<file path="config.mk">
export PLATFORM = sky130hd
export DESIGN_NAME = comma_sync_fsm
export DESIGN_NICKNAME = d
export VERILOG_FILES = /design/src/rtl/comma_sync_pkg.sv /design/src/rtl/comma_sync_window.sv /design/src/rtl/comma_sync_fsm.sv
export SDC_FILE = /design/constraint.sdc
export NUM_CORES = 1
export LEC_CHECK = 0
export CAP_MARGIN = 40
export CELL_PAD_IN_SITES_DETAIL_PLACEMENT = 0
export CELL_PAD_IN_SITES_GLOBAL_PLACEMENT = 1
export CORE_ASPECT_RATIO = 0.5
export CORE_UTILIZATION = 42
export CTS_BUF_LIST = sky130_fd_sc_hd__clkbuf_16
export CTS_CLUSTER_SIZE = 12
export DETAILED_ROUTE_END_ITERATION = 8
export DONT_BUFFER_PORTS = 1
export PLACE_DENSITY = 0.75
export SYNTH_ARGS = -nofsm -noshare
export SYNTH_HDL_FRONTEND = slang
export SYNTH_SLANG_ARGS = --single-unit
</file>
<file path="constraint.sdc">
create_clock -name clk -period 2.1 [get_ports clk]
set_input_delay 0.63 -clock clk [delete_from_list [all_inputs] [get_ports clk]]
set_output_delay 0.63 -clock clk [all_outputs]
set_load 0.005 [all_outputs]
</file>
<file path="src/rtl/comma_sync_pkg.sv">
// Shared types and constants for the comma detection / symbol-lock block.
package comma_sync_pkg;

  // Default symbol width (8b/10b code groups)
  localparam int SYM_W_DEF = 10;

  // K28.5 comma code groups, both running disparities
  localparam logic [9:0] K28_5_P = 10'h0FA;
  localparam logic [9:0] K28_5_N = 10'h305;

  // Lock FSM states; 2'b11 is unused and recovers to IDLE
  typedef enum logic [1:0] {
    ST_IDLE   = 2'b00,
    ST_ALIGN  = 2'b01,
    ST_LOCKED = 2'b10
  } state_t;

  // Required comma count: zero behaves as one, large requests saturate
  function automatic int clamp_count(input int req, input int max_v);
    int r;
    r = req;
    if (r > max_v) r = max_v;
    if (r < 1) r = 1;
    return r;
  endfunction

endpackage

</file>
<file path="src/rtl/comma_sync_window.sv">
// Serial-to-parallel window with K28.5 comma comparison.
module comma_sync_window
  import comma_sync_pkg::*;
#(
  parameter int               SYM_W   = SYM_W_DEF,
  parameter logic [SYM_W-1:0] COMMA_P = K28_5_P,
  parameter logic [SYM_W-1:0] COMMA_N = K28_5_N
) (
  input  logic             clk,
  input  logic             rst,
  input  logic             bit_vld,
  input  logic             bit_in,
  output logic [SYM_W-1:0] sr,
  output logic             match
);

  logic [SYM_W-1:0] sr_reg;

  // Shift each qualified bit into the window LSB; newest bit is the symbol LSB
  always_ff @(posedge clk) begin
    if (rst) begin
      sr_reg <= '0;
    end else if (bit_vld) begin
      sr_reg <= {sr_reg[SYM_W-2:0], bit_in};
    end
  end

  assign sr    = sr_reg;
  assign match = (sr_reg == COMMA_P) || (sr_reg == COMMA_N);

endmodule

</file>
<file path="src/rtl/comma_sync_fsm.sv">
// Comma detection and symbol-lock FSM: acquires lock after n aligned commas,
// frames symbols while locked and drops lock on repeated misaligned commas.
module comma_sync_fsm
  import comma_sync_pkg::*;
#(
  parameter int               SYM_W      = SYM_W_DEF,
  parameter logic [SYM_W-1:0] COMMA_P    = K28_5_P,
  parameter logic [SYM_W-1:0] COMMA_N    = K28_5_N,
  parameter int               MAX_COMMA  = 8,
  parameter int               LOS_THRESH = 4,
  localparam int              CW         = $clog2(MAX_COMMA + 1)
) (
  input  logic             clk,
  input  logic             rst,
  input  logic             bit_vld,
  input  logic             bit_in,
  input  logic [CW-1:0]    comma_num,
  output logic [SYM_W-1:0] rx_data,
  output logic             rx_valid,
  output logic             comma_pulse,
  output logic             locked,
  output logic             los,
  output logic [1:0]       state
);

  localparam int PW = $clog2(SYM_W);
  localparam int LW = $clog2(LOS_THRESH + 1);

  logic [SYM_W-1:0] sr;
  logic             match;

  state_t           state_reg, state_next;
  logic [PW-1:0]    ph_reg, ph_next;
  logic [CW-1:0]    seen_reg, seen_next;
  logic [CW-1:0]    n_reg, n_next;
  logic [LW-1:0]    los_cnt_reg, los_cnt_next;
  logic [SYM_W-1:0] rx_data_reg, rx_data_next;
  logic             rx_valid_reg, rx_valid_next;
  logic             comma_reg, comma_next;
  logic             locked_reg, locked_next;
  logic             los_reg, los_next;

  logic             boundary;
  logic [CW-1:0]    n_clamped;
  logic [CW-1:0]    seen_inc;
  logic [LW-1:0]    los_inc;

  comma_sync_window #(
    .SYM_W   (SYM_W),
    .COMMA_P (COMMA_P),
    .COMMA_N (COMMA_N)
  ) u_window (
    .clk     (clk),
    .rst     (rst),
    .bit_vld (bit_vld),
    .bit_in  (bit_in),
    .sr      (sr),
    .match   (match)
  );

  assign boundary  = (ph_reg == PW'(SYM_W - 1));
  assign n_clamped = CW'(clamp_count(int'(comma_num), MAX_COMMA));
  assign seen_inc  = seen_reg + CW'(1);
  assign los_inc   = los_cnt_reg + LW'(1);

  // Next-state, counters and output pulses; everything holds when bit_vld is low
  always_comb begin
    state_next    = state_reg;
    ph_next       = ph_reg;
    seen_next     = seen_reg;
    n_next        = n_reg;
    los_cnt_next  = los_cnt_reg;
    rx_data_next  = rx_data_reg;
    rx_valid_next = 1'b0;
    comma_next    = 1'b0;
    los_next      = 1'b0;

    case (state_reg)
      ST_IDLE: begin
        if (bit_vld) begin
          ph_next = '0;
          if (match) begin
            // comma_num is sampled only here; later changes wait for the next exit
            n_next       = n_clamped;
            los_cnt_next = '0;
            if (n_clamped == CW'(1)) begin
              state_next = ST_LOCKED;
            end else begin
              state_next = ST_ALIGN;
              seen_next  = CW'(1);
            end
          end
        end
      end

      ST_ALIGN: begin
        if (bit_vld) begin
          ph_next = boundary ? '0 : ph_reg + PW'(1);
          if (boundary) begin
            if (match) begin
              if (seen_inc == n_reg) begin
                state_next = ST_LOCKED;
                seen_next  = '0;
              end else begin
                seen_next = seen_inc;
              end
            end else begin
              state_next = ST_IDLE;
              seen_next  = '0;
            end
          end
        end
      end

      ST_LOCKED: begin
        if (bit_vld) begin
          ph_next = boundary ? '0 : ph_reg + PW'(1);
          if (boundary) begin
            rx_data_next  = sr;
            rx_valid_next = 1'b1;
            if (match) begin
              comma_next   = 1'b1;
              los_cnt_next = '0;
            end
          end else if (match) begin
            // A comma off the symbol grid means our framing is suspect
            if (los_inc == LW'(LOS_THRESH)) begin
              state_next   = ST_IDLE;
              los_next     = 1'b1;
              los_cnt_next = '0;
            end else begin
              los_cnt_next = los_inc;
            end
          end
        end
      end

      default: begin
        state_next   = ST_IDLE;
        ph_next      = '0;
        seen_next    = '0;
        los_cnt_next = '0;
      end
    endcase

    locked_next = (state_next == ST_LOCKED);
  end

  // State, counters and registered outputs
  always_ff @(posedge clk) begin
    if (rst) begin
      state_reg    <= ST_IDLE;
      ph_reg       <= '0;
      seen_reg     <= '0;
      n_reg        <= CW'(1);
      los_cnt_reg  <= '0;
      rx_data_reg  <= '0;
      rx_valid_reg <= 1'b0;
      comma_reg    <= 1'b0;
      locked_reg   <= 1'b0;
      los_reg      <= 1'b0;
    end else begin
      state_reg    <= state_next;
      ph_reg       <= ph_next;
      seen_reg     <= seen_next;
      n_reg        <= n_next;
      los_cnt_reg  <= los_cnt_next;
      rx_data_reg  <= rx_data_next;
      rx_valid_reg <= rx_valid_next;
      comma_reg    <= comma_next;
      locked_reg   <= locked_next;
      los_reg      <= los_next;
    end
  end

  assign rx_data     = rx_data_reg;
  assign rx_valid    = rx_valid_reg;
  assign comma_pulse = comma_reg;
  assign locked      = locked_reg;
  assign los         = los_reg;
  assign state       = state_reg;

endmodule

</file>
# Word-level counts from Yosys, hierarchy flattened
# Cells that the tools add are included.
# totals
regBits,41
latchBits,0
ramBits,0
mem_bits_ro,0
input_bits,8
out_inout_bits,16
n_memories,0
# op_classes
addsub,3
mul,0
div,0
order_cmp,2
n_eq_ne,17
shift,0
n_mux,36
n_bitwise,5
n_reduce_logical,11
# ops
op,count
4-bit 2-to-1 mux,12
32-bit by 2-bit less-than comparator with 1-bit output (second input constant),1
2-bit 2-to-1 mux,11
3-bit 2-to-1 mux,6
2-bit != test (second input constant),6
4-bit one-hot mux with 3 select lines,1
10-bit equality test (second input constant),1
10-bit by 8-bit equality test with 1-bit output (second input constant),1
3-bit one-hot mux with 3 select lines,1
4-bit by 1-bit adder with 4-bit output (second input constant),2
4-bit one-hot mux with 2 select lines,1
2-bit one-hot mux with 3 select lines,1
3-bit AND reduction,2
6-bit AND reduction,1
1-bit inverter,5
5-bit OR reduction,1
2-bit equality test (second input constant),2
4-bit by 1-bit equality test with 1-bit output (second input constant),1
4-bit equality test,1
4-bit equality test (second input constant),1
4-bit > comparator (second input constant),1
4-bit AND reduction,1
4-bit OR reduction,1
3-bit by 1-bit adder with 3-bit output (second input constant),1
10 further kinds,12

# Depth between registers and ports, before layout
# Gate-level depths: netlist of run 1.
# depth
ltp_word,10
mapped_depth,8

# Cells and area by module
# Synthesis of run 1 repeated with hierarchy kept, for this count alone.
# hier_totals
hier_cells,222
hier_area_um2,1928.1
# modules_own_cells
module,n_inst,cells_per_inst,area_each_um2,seq_area_each_um2
comma_sync_fsm,1,183,1516.5,620.6
comma_sync_window,1,39,411.6,200.2

# Worst setup path before layout of run 1
# Ideal clock, no wire load.
# synth_path
path_type,input -> register
start,input port bit_vld
end,"register locked_reg, in the netlist locked"
arrival_ns,1.962
required_ns,1.985
slack_ns,0.023
stages,7
path_buffers,1
path_cell_list,clkbuf_1 > inv_2 > or2_1 > o32ai_4 > o32ai_1 > a311o_1 > nor3b_2
# synth_via
elab_chain_len,3
# synth_lines
item,line_no,rtl
"start, declared",comma_sync_fsm.sv:15,"input logic bit_vld,"
2-bit 2-to-1 mux (on tied branches),"comma_sync_fsm.sv:116, comma_sync_fsm.sv:80, comma_sync_fsm.sv:97",
2-bit one-hot mux with 3 select lines (*),comma_sync_fsm.sv:78,case (state_reg)
2-bit equality test (*),comma_sync_fsm.sv:146,locked_next = (state_next == ST_LOCKED);
"end signal, assigned",comma_sync_fsm.sv:171,locked_reg <= locked_next;
"end, declared",comma_sync_fsm.sv:40,"logic locked_reg, locked_next;"
# Mark *: on every way between the ends. The rest lies on a longest branch, timed or not.
# A chain may end at the register's enable or synchronous reset.

# Final worst setup path of run 1
# layout_path
start,"register u_window.sr_reg[4], in the netlist u_window.sr[4]"
end,"register locked_reg, in the netlist locked"
# layout_via
elab_chain_len,7
# layout_lines
item,line_no,rtl
"start, declared",comma_sync_window.sv:17,logic [SYM_W-1:0] sr_reg;
"start signal, assigned",comma_sync_window.sv:24,"sr_reg <= {sr_reg[SYM_W-2:0], bit_in};"
10-bit by 8-bit equality test with 1-bit output or 10-bit equality test (tied branches),comma_sync_window.sv:29,assign match = (sr_reg == COMMA_P) || (sr_reg == COMMA_N);
1-bit logical OR (*),comma_sync_window.sv:29,
2-bit 2-to-1 mux (on tied branches),"comma_sync_fsm.sv:125, comma_sync_fsm.sv:100",
2-bit 2-to-1 mux (on tied branches),"comma_sync_fsm.sv:118, comma_sync_fsm.sv:99",
2-bit 2-to-1 mux (on tied branches),"comma_sync_fsm.sv:116, comma_sync_fsm.sv:97",
2-bit one-hot mux with 3 select lines (*),comma_sync_fsm.sv:78,
2-bit equality test (*),comma_sync_fsm.sv:146,
# Marked as above.

==> metrics.csv, run 1 <==
stage,metric,value,unit
status,status,"complete, no violations",
sta,Final period util,97.6,%
power,Pwr Density,670,mW/mm²
clocking,CTS H-tree lvls,2,
sta,worst slew pin tran,0.457,ns
floorplanning,effective utilization at floorplan,45.0,%
synth,post-synthesis mux area share,6.41,%
clocking,worst skew pair latency,0.29,ns
synth,compound-cell area share of the yosys netlist,14.2,%
final_layout,NumNets Final,264,
synth,Post-Synth Adder-Cell Area,5.55,%
synth,Post-Synth XOR/XNOR Area,2.90,%
final_layout,share of cells above drive strength 1,14.9,%
sta,Pins Over Slew Limit,0,
floorplanning,# IOs,24,
sta,final hold viol count,0,
clocking,CTS Buf Count,5,
floorplanning,Core Region,0.00451,mm²
floorplanning,Core Rows,17,
power,P_sw,0.000338,W
sta,setup violators final,0,
floorplanning,die area,0.00513,mm²
power,share of power burned in registers,49.7,%
final_layout,Finished Cell Area,0.00235,mm²
critical_path,critical path required time,2.32,ns
synth,Post-Synth Simple-Gate Area,27.9,%
synth,cell area after synthesis,0.00203,mm²
place,Placer Congestion,0.795,
min_path,Hold Path Class,in2reg,
final_layout,Area Overhead vs Synth,15.8,%
sta,Worst Clk Skew,0.00616,ns
route,Post-DRT Antenna Nets,0,
synth,Syn Nets,256,
synth,sequential share of the synthesized area,40.4,%
power,Pwr Total,0.00158,W
route,Iteration-0 DRC Markers,33,
run,number of max-cap violations,0,
synth,cell accounting for the most synthesized area,dfxtp_1,
global_routing,GRT Total Usage,18.9,%
route,routed vias,1659,
clocking,Clock transition at path regs,0.06,ns
critical_path,flop2flop setup slack,0.05,ns
power,clock share of power,49.0,%
global_routing,met2 Use GR,28.3,%
route,drt pass-1 iters,4,
final_layout,Layout Cells excl Fill,314,
place,HPWL Detailed,3110,µm
sta,total negative slack,0,ns
synth,YS warnings,0,
floorplanning,Die Height,51.2,µm
power,Cell Int Power,0.00124,W
global_routing,gr busiest metal,met2,
sta,Rel. slew slack,69.5,%
critical_path,Crit. End Element,register,
synth,register bit count reported by yosys,41,
clocking,TritonCTS clock tree,built,
power,Sw Share,21.5,%
global_routing,met3 GRT Util,5.47,%
sta,crit path time final,2.05,ns
route,Routed Wire Length,4400,µm
critical_path,Setup CP Type,reg2reg,
synth,largest family of logic cells by synthesized area,simple AND/OR/NAND/NOR gates,
route,DRC,0,
final_layout,most frequent cells in the layout,"nand2_1 (42), dfxtp_1 (38), nor2_1 (28)",
global_routing,global route total overflow,0,
global_routing,number of global-route vias before repair,1556,
power,LEAKAGE,0.875,nW
sta,fmax,0.488,GHz
power,Worst VDD drop,0.291,mV
final_layout,"most common cell after layout, fill and taps aside",nand2_1,
place,Placed Area,0.00214,mm²
critical_path,crit path DAT,2.27,ns
power,Gate power share,1.3,%
critical_path,worst-path maximum fanout,5,
clocking,Max clock buf depth,2,
synth,top post-synthesis cells by area,"dfxtp_1 (40%), nand2_1 (7.8%), mux2i_1 (6.4%)",
synth,post-synth top area share,40.4,%
global_routing,initial antenna violation count,0,
sta,Hold Slack,0.406,ns
route,Wirelength per Cell,14.0,µm
synth,asr flop ratio synth,0,%
synth,Avg Inst Size Synth,8.50,µm²
place,I/O Buffers,0,
route,via-per-instance ratio,5.28,
synth,most common flop cell mapped by yosys,dfxtp_1,
final_layout,n_diodes,0,
clocking,clock root buffer,clkbuf_16,
place,Post-Place Cells,304,
synth,Netlist cell types,45,
global_routing,met1 Resource Use GR,26.3,%
global_routing,first-pass GRT wire length,7470,µm
synth,number of flops mapped to enable cells by yosys,0,
critical_path,startpoint types,register,
global_routing,largest net degree at the start of global routing,40,
synth,Gate Count Post-Synth,239,
clocking,# clock sinks,41,
floorplanning,die width,100,µm
[worst paths after layout]
check / endpoint / cells after the start / from
worst max-delay path: locked / 7 / u_window.sr[4]
worst min-delay path: los_cnt_reg[0] / 1 / rst
worst max register to register: locked / 7 / u_window.sr[4]
worst min register to register: rx_data[7] / 2 / rx_data[7]
[metal layers]
layer	vias to the layer above	wire length, µm
li1	856	-
met3	7	221
met2	26	1870
met4	0	53
met5	-	0
met1	770	2250
[repair_timing]
action | CTS | global route
setup endpoints to repair | 0 | 10
hold buffers | 0 | 0
resized for setup | 0 | 14
buffers inserted | 0 | 2
[cell usage after synthesis, drive strengths merged, types with 2 or more instances]
| cell type | count |
|---|---|
| mux2i | 13 |
| nand4b | 2 |
| nor2b | 3 |
| or2 | 2 |
| nand2 | 42 |
| and2 | 2 |
| nor4 | 2 |
| a21oi | 23 |
| nor4bb | 2 |
| dfxtp | 41 |
| o21bai | 2 |
| clkbuf | 9 |
| a31oi | 3 |
| ha | 9 |
| o32ai | 2 |
| nand3 | 5 |
| xnor2 | 3 |
| nor2 | 29 |
| inv | 4 |
| o21ai | 6 |
| nand2b | 2 |
| or4b | 2 |
| nor3 | 7 |
| nand3b | 7 |
[kinds of logic after synthesis]
| logic type | Yosys count |
|---|---|
| simple gates | 112 |
| fa+ha+maj | 9 |
| buf+inv | 14 |
| compound gates | 45 |
| mux | 13 |
| flops | 41 |
| xor+xnor | 5 |
[cell type report]
class / count / area (µm²)
tap: 66 / 82.6
fill: 439 / 2160
multi-input combinational: 184 / 1200
sequential: 41 / 825
timing repair buffer: 11 / 82.6
inverter: 4 / 15.0
clock buffer: 5 / 125
clock inverter: 3 / 25.0
[worst max-delay path, cell delays in order, from the launching register on]
cell	delay, ns
dfxtp_2	0.37
nor4bb_2	0.30
nand3b_1	0.23
o32ai_4	0.45
buf_4	0.18
a21oi_1	0.07
or2_1	0.22
nor3b_2	0.16
[stage by stage]
stage / util (%) / worst slack [ns]
detailed placement: 47.5 / 0.0210
floorplan: - / 0.0228
global placement: 47.5 / 0.0820
global route: 52.2 / -0.105
finish: 52.2 / 0.0507
CTS: 50.9 / 0.00887
[power groups by stage]
stage               Sequential (W)  Clock (W)  Combinational, W
finish                    0.000783   0.000772         0.0000208
global route              0.000783   0.000821         0.0000236
CTS                       0.000783   0.000788         0.0000203
detailed placement        0.000800          0         0.0000202
global placement          0.000800          0         0.0000200
floorplan                 0.000799          0         0.0000327
No activity file was read; power rests on OpenSTA's default activity.
==> inputs of run 2 (changes only) <==
CORE_UTILIZATION = 47   (was 42)
PLACE_DENSITY = 0.79   (was 0.75)
clock period = 2.2 ns   (was 2.1 ns; I/O delays follow)
==> metrics.csv, run 2 (synthesis results as in run 1) <==
stage,metric,value,unit
status,status,"complete, no violations",
clocking,CTS Buf Count,5,
place,Placer Congestion,0.808,
global_routing,first-pass GRT wire length,7560,µm
power,LEAKAGE,0.861,nW
final_layout,Layout Cells excl Fill,297,
min_path,Hold Path Class,in2reg,
place,HPWL Detailed,3040,µm
critical_path,critical path required time,2.37,ns
place,Placed Area,0.00210,mm²
critical_path,Crit. End Element,register,
clocking,# clock sinks,41,
route,drt pass-1 iters,6,
sta,fmax,0.476,GHz
final_layout,Finished Cell Area,0.00229,mm²
clocking,TritonCTS clock tree,built,
route,Post-DRT Antenna Nets,0,
route,Detail Route met2 WL,1790,µm
clocking,CTS H-tree lvls,2,
global_routing,largest net degree at the start of global routing,40,
final_layout,register area,823,µm²
sta,Pins Over Slew Limit,0,
place,DP Worst Slack,0.0821,ns
final_layout,filler cell count,373,
sta,worst slew pin tran,0.434,ns
final_layout,multi-input logic area,0.00117,mm²
power,Pwr Total,0.00159,W
sta,setup violators final,0,
final_layout,Area Overhead vs Synth,12.8,%
sta,setup slack after layout,0.0991,ns
floorplanning,Core Region,0.00402,mm²
critical_path,startpoint types,register,
global_routing,GRT Total Usage,21.2,%
floorplanning,die area,0.00460,mm²
critical_path,worst-path maximum fanout,5,
clocking,Max clock buf depth,2,
final_layout,share of cells above drive strength 1,9.47,%
global_routing,initial antenna violation count,0,
critical_path,crit path DAT,2.27,ns
clocking,worst skew pair latency,0.28,ns
run,number of max-cap violations,0,
floorplanning,# IOs,24,
sta,Final period util,95.5,%
global_routing,number of global-route vias before repair,1570,
global_routing,global route total overflow,0,
route,Iteration-0 DRC Markers,38,
route,via-per-instance ratio,5.58,
critical_path,Setup CP Type,reg2reg,
sta,Rel. slew slack,70.8,%
floorplanning,effective utilization at floorplan,50.5,%
route,routed vias,1658,
route,M1 WL,2310,µm
sta,final hold viol count,0,
final_layout,NumNets Final,259,
place,I/O Buffers,0,
clocking,clock root buffer,clkbuf_16,
route,DRC,0,
floorplanning,Core Rows,16,
floorplanning,Die Height,48.5,µm
route,uppermost layer routed,met4,
sta,crit path time final,2.10,ns
route,Wirelength per Cell,14.6,µm
route,routed length on met3,203,µm
place,Post-Place Cells,288,
route,Routed Wire Length,4350,µm
final_layout,n_diodes,0,
sta,Worst Clk Skew,0.00456,ns
power,Pwr Density,694,mW/mm²
power,Worst VDD drop,0.327,mV
final_layout,"most common cell after layout, fill and taps aside",nand2_1,
floorplanning,die width,95.0,µm
clocking,Clock transition at path regs,0.06,ns
final_layout,most frequent cells in the layout,"nand2_1 (42), dfxtp_1 (39), nor2_1 (29)",
[run 2: cell count changes in the layout (fill, tap and decap cells not counted), sizes merged]
cell,previous run,this run
bufinv,0,1
clkinvlp,1,0
buf,11,6
[run 2: area by class of cell]
cell class | instances | area share (%)
inverter | 4 | 0.655
sequential | 41 | 35.9
clock inverter | 3 | 1.86
tap | 54 | 2.95
timing repair buffer | 6 | 1.97
clock buffer | 5 | 5.46
multi-input combinational | 184 | 51.2
[run 2: per-layer routing]
layer | up-vias | track usage [%]
li1 | 842 | -
met1 | 770 | 30.5
met2 | 39 | 30.8
met3 | 7 | 6.76
met4 | 0 | 4.55
met5 | - | 0
[run 2: critical path, cell delays in order, from the launching register on]
cell,delay (ns)
dfxtp_1,0.34
or4b_4,0.55
or2_1,0.26
o32ai_4,0.22
o32ai_2,0.13
a311o_1,0.35
nor3b_2,0.16
[run 2: metrics by stage]
stage / util (%) / hold slack [ns] / setup TNS (ns)
final: 56.9 / 0.450 / 0
after global routing: 56.9 / 0.432 / -0.00254
after CTS: 56.3 / 0.441 / 0
after detailed placement: 52.1 / 0.461 / 0
after global placement: 52.1 / 0.448 / 0
after floorplan: - / 0.444 / 0
[run 2: final timing paths]
kind              cells past startpoint            from          to  slack [ns]
setup reg to reg                      6  u_window.sr[6]      locked         0.1
hold / removal                        1             rst    n_reg[2]        0.45
setup / recovery                      6  u_window.sr[6]      locked         0.1
hold reg to reg                       2      rx_data[5]  rx_data[5]        0.47
[run 2: what timing repair did]
action,in CTS,in global routing
resized for setup,0,5
hold endpoints to repair,0,0
endpoints found under the setup margin,0,6
setup buffers,0,1
hold buffers,0,0
[run 2: power by group]
part | switching (W) | internal [W] | total, W
Sequential | 0.00000299 | 0.000745 | 0.000748
Clock | 0.000289 | 0.000533 | 0.000822
Combinational | 0.00000935 | 0.0000101 | 0.0000194
